`config.mk`:
```
export PLATFORM = sky130hd
export DESIGN_NAME = siphash_nonce_sweeper
export DESIGN_NICKNAME = d
export VERILOG_FILES = /design/src/rtl/siphash_nonce_sweeper.sv
export SDC_FILE = /design/constraint.sdc
export NUM_CORES = 2
export LEC_CHECK = 0
export CAP_MARGIN = 20
export CORE_AREA = 2 2 369 371
export DETAILED_ROUTE_END_ITERATION = 10
export DIE_AREA = 0 0 371 373
export PLACE_DENSITY = 0.66
export SYNTH_ARGS = -nofsm -noshare
export SYNTH_HDL_FRONTEND = slang
export SYNTH_SLANG_ARGS = --single-unit
```
`constraint.sdc`:
```
create_clock -name clk -period 10.3 [get_ports clk]
set_clock_uncertainty 0.1 [all_clocks]
set_input_delay 1.03 -clock clk [delete_from_list [all_inputs] [get_ports clk]]
set_output_delay 1.03 -clock clk [all_outputs]
set_load 0.005 [all_outputs]
```
`src/rtl/siphash_nonce_sweeper.sv`:
```
// Nonce sweeper around an external pipelined SipHash core: issues nonces and tracks them with result tags.
// It keeps the first hash below threshold. SIPHASH_SWEEP_MATCH_CNT_EN adds match_count and sweeps the full range.
module siphash_nonce_sweeper #(
    parameter int LATENCY = 11
) (
    input  logic         clk,
    input  logic         reset_n,
    input  logic         start,
    input  logic [255:0] key_in,
    input  logic [63:0]  nonce_base,
    input  logic [31:0]  nonce_count,
    input  logic [63:0]  threshold,
    output logic         hash_we,
    output logic [255:0] hash_key,
    output logic [63:0]  hash_nonce,
    input  logic [63:0]  hash_result,
    output logic         busy,
    output logic         done,
    output logic         found,
    output logic [63:0]  found_nonce,
    output logic [63:0]  found_hash,
`ifdef SIPHASH_SWEEP_MATCH_CNT_EN
    output logic [31:0]  match_count,
`endif
    output logic [1:0]   fsm_state
);

    typedef enum logic [1:0] {IDLE, SWEEP, DRAIN, DONE} state_t;

    state_t               state;
    logic [LATENCY-1:0]   tag_v;
    logic [63:0]          tag_n [LATENCY];
    logic [63:0]          nonce;
    logic [31:0]          remaining;
    logic [63:0]          thr_q;

    logic qualified;
    logic hit;
    logic first_hit;
    logic stop_early;
    logic tags_pending;

    assign fsm_state = state;

    // tag_v[0] / tag_n[0] is the oldest entry: it lines up with hash_result this cycle.
    assign qualified    = tag_v[0];
    assign hit          = qualified && (hash_result < thr_q);
    assign first_hit    = hit && !found;
    assign tags_pending = |(tag_v >> 1);

`ifdef SIPHASH_SWEEP_MATCH_CNT_EN
    assign stop_early = 1'b0;
`else
    assign stop_early = first_hit;
`endif

    always_ff @(posedge clk) begin
        if (!reset_n) begin
            state       <= IDLE;
            tag_v       <= '0;
            for (int i = 0; i < LATENCY; i++) tag_n[i] <= '0;
            nonce       <= '0;
            remaining   <= '0;
            thr_q       <= '0;
            hash_we     <= 1'b0;
            hash_key    <= '0;
            hash_nonce  <= '0;
            busy        <= 1'b0;
            done        <= 1'b0;
            found       <= 1'b0;
            found_nonce <= '0;
            found_hash  <= '0;
`ifdef SIPHASH_SWEEP_MATCH_CNT_EN
            match_count <= '0;
`endif
        end else begin
            tag_v <= (tag_v >> 1) | (LATENCY'(hash_we) << (LATENCY - 1));
            for (int i = 0; i < LATENCY - 1; i++) tag_n[i] <= tag_n[i+1];
            tag_n[LATENCY-1] <= hash_nonce;

            if (first_hit) begin
                found       <= 1'b1;
                found_nonce <= tag_n[0];
                found_hash  <= hash_result;
            end
`ifdef SIPHASH_SWEEP_MATCH_CNT_EN
            if (hit && match_count != '1) match_count <= match_count + 32'd1;
`endif

            // The first nonce is issued on the accepting edge, so hash_we rises one cycle after start.
            case (state)
                IDLE, DONE: begin
                    if (start) begin
                        hash_key    <= key_in;
                        thr_q       <= threshold;
                        found       <= 1'b0;
                        found_nonce <= '0;
                        found_hash  <= '0;
`ifdef SIPHASH_SWEEP_MATCH_CNT_EN
                        match_count <= '0;
`endif
                        if (nonce_count == 32'd0) begin
                            state <= DONE;
                            busy  <= 1'b0;
                            done  <= 1'b1;
                        end else begin
                            state      <= SWEEP;
                            busy       <= 1'b1;
                            done       <= 1'b0;
                            hash_we    <= 1'b1;
                            hash_nonce <= nonce_base;
                            nonce      <= nonce_base + 64'd1;
                            remaining  <= nonce_count - 32'd1;
                        end
                    end
                end
                SWEEP: begin
                    if (stop_early || remaining == 32'd0) begin
                        hash_we <= 1'b0;
                        state   <= DRAIN;
                    end else begin
                        hash_we    <= 1'b1;
                        hash_nonce <= nonce;
                        nonce      <= nonce + 64'd1;
                        remaining  <= remaining - 32'd1;
                    end
                end
                DRAIN: begin
                    if (!tags_pending) begin
                        state <= DONE;
                        busy  <= 1'b0;
                        done  <= 1'b1;
                    end
                end
                default: state <= IDLE;
            endcase
        end
    end

endmodule

```
==> reports/metrics.cfg <==
[run_status]
status = completed

[setup_path]
crit_path_top_delay_cell = a222oi_1
crit_arrival_ns = 6.19
critPathLaunch = fsm_state[0]
critical_path.cell_chain = ha_4, buf_4, nand3_1, a222oi_1, nand4b_2, or4b_1, or2_1, a21oi_1, a21oi_1, a31oi_1, a21oi_1
rr_startpoint = fsm_state[0]
crit_required_ns = 10.79
crit_fanout = 81
startpoint_type = flop
end_kind = flop
critical-path-max-stage-delay_ns = 1.00
crit_top_cell = a21oi_1
path_class = flop to flop

[timing]
setup_slack_ns = 4.60
rsz0062_at_grt = no
hold_slack_ns = 0.288
fmax_ghz = 0.175
fin_crit_sh_pct = 55.4
hold_viol_final = 0
slew_violations = 0
slew_headroom_pct = 21.4
tns_ns = 0
worstMarginPinSlew_ns = 1.18
finalSetupViolCount = 0
min_period_ns = 5.70

[clock_tree]
cts-root-buf = clkbuf_16
clock_sinks = 1329
cts_tree = done
postCtsHoldBufs = 0
post_cts_resize_count = 0
post_cts_buffers = 0
clk_pin_slew_ns = 0.06
cts_buffers = 144
cts_max_path_buffers = 3
cts.htree.levels = 4
worstSkewPairLatency_ns = 0.81

[placed_design]
place_ws_ns = 4.42
place_inst = 7576
hpwl_mm = 127
gp_congestion = 0.964
io_buffers = 936
place_area_um2 = 57500

[power]
p_seq_share_pct = 40.1
comb_power_share_pct = 25.4
swShare_pct = 32.9
p_total_mw = 15.7
power_leakage_nw = 23.1
p_per_area_nw_per_um2 = 251
p_int_mw = 10.5
p_sw_mw = 5.18
clkPwrFrac_pct = 34.5
vdd_drop_max_uv = 218

[yosys]
postSynthNetCount = 5710
syn_avg_cell_area_um2 = 9.08
async_flop_share_pct = 0
syn_area_um2 = 46800
ys_ff_latch = 1329
yosysUniqueCellTypes = 83
synthCells = 5159
synth_ff_type = dfxtp_1
yosysWarnings = 0
seq_area_frac_synth_pct = 56.8
synth_edf_count = 0

[grt]
grt_antenna_before_repair = 84
grt_use_total_pct = 24.2
first_global_vias = 35600
grt_pass1_wl_mm = 247
grt_max_degree = 196
overflow = 0

[layout]
fin_cells = 7886
utilization_pct = 46.6
drive_above_1_share_pct = 5.17
layout_commonest_cell = dfxtp_1
areaGrowthSynthToFinish_pct = 33.8
final_cell_area_um2 = 62700
layout_common_cells = 1329 x dfxtp_1, 1074 x nand2_1, 935 x clkdlybuf4s50_1
final_net_count = 6492

[routing]
vias = 38600
drt_iter0_drc = 3270
dr.pass1.iters = 6
finalWirelength_mm = 173
viasPerCell = 4.89
ant_nets = 0
wl_per_cell_um = 22.0
drcViolationCount = 0

[die]
die_w_um = 371
io_pins = 937
start_util_pct = 34.8
die_area_um2 = 138000
rows = 135
core-area_um2 = 135000
die_h_um = 373

[run]
maxCapViolations = 0

[worst_hold_path]
min_from = tag_n[0][564]
hp-class = flop to flop

[worst max-delay path, delay by kind of cell, from the launching register on]
family                   cells  cell delay, ns
AO/OA/AOI/OAI                5            1.49
adder cells (fa/ha/maj)      1            0.65
buffers and inverters        1            0.79
flip-flops                   1            0.45
AND/OR/NAND/NOR              4            1.91
[sequential cells by signal (all words and copies together) (netlist names)]
register and count:
tag_n 704, hash_key 256, found_hash 64, found_nonce 64, hash_nonce 64, nonce 64, thr_q 64, remaining 32
tag_v 11, fsm_state 2, busy 1, done 1, found 1, hash_we 1
[synthesized netlist by cell type (all sizes together) (14+ instances only)]
cell	instances	area (µm²)
o21ai	85	425
o211ai	26	195
nand2b	16	100
dfxtp	1329	26600
ha	68	851
nand4b	14	129
or3	19	119
nor3	73	382
a32oi	19	166
nand3b	17	140
nor2b	30	188
clkbuf	298	1120
nand2	1076	4040
nor2	141	529
nand4	27	169
a31oi	50	313
nor4	30	188
nand3	84	425
a21o	14	105
a211oi	62	470
mux2i	40	404
inv	81	304
buf	40	228
and3	14	87.6
and2	734	4590
a21oi	565	2840
[final timing paths]
path,to,slack (ns),cells past startpoint
worst min register to register,tag_n[0][500],0.29,1
worst min-delay path,tag_n[0][500],0.29,1
worst max-delay path,nonce[55],4.60,11
worst max register to register,nonce[55],4.60,11
[final cells by class]
class,count,area [µm²]
fillers,12800,71900
flip-flops and latches,1329,26600
multi-input cells,3410,18600
repair buffers,974,9680
clock buffers,197,4100
well taps,1781,2230
clock inverters,66,1000
inverters,82,315
diodes,47,118
[kinds of logic (layout without fill, tap and decap cells)]
kind of cell / after synthesis / count (layout) / synth area share, %
XOR/XNOR: 18 / 18 / 0.337
buffers and inverters: 420 / 1319 / 3.53
AO/OA/AOI/OAI: 956 / 956 / 12.0
multiplexers: 48 / 48 / 1.06
other: 0 / 47 / 0
flip-flops: 1329 / 1329 / 56.8
adder cells (fa/ha/maj): 68 / 68 / 1.82
AND/OR/NAND/NOR: 2320 / 2320 / 24.4
[routing by layer]
metal | global-route usage [%] | wire, µm | share of wire (%) | vias to the layer above
met5 | 0 | 251 | 0.14 | -
met4 | 12.7 | 9070 | 5.2 | 40
met3 | 7.05 | 14200 | 8.2 | 375
met2 | 36.9 | 76400 | 44 | 1443
met1 | 30.9 | 73400 | 42 | 17900
li1 | - | - | - | 18800
[power groups by stage]
stage / registers [mW] / logic [mW] / clock network, mW
2_1_floorplan: 6.24 / 2.15 / 0
3_3_place_gp: 6.38 / 3.94 / 0
3_5_place_dp: 6.39 / 3.98 / 0
4_1_cts: 6.29 / 4.00 / 5.56
5_1_grt: 6.37 / 4.35 / 5.78
6_report: 6.30 / 3.99 / 5.42
(Power assumes the default switching activity.)
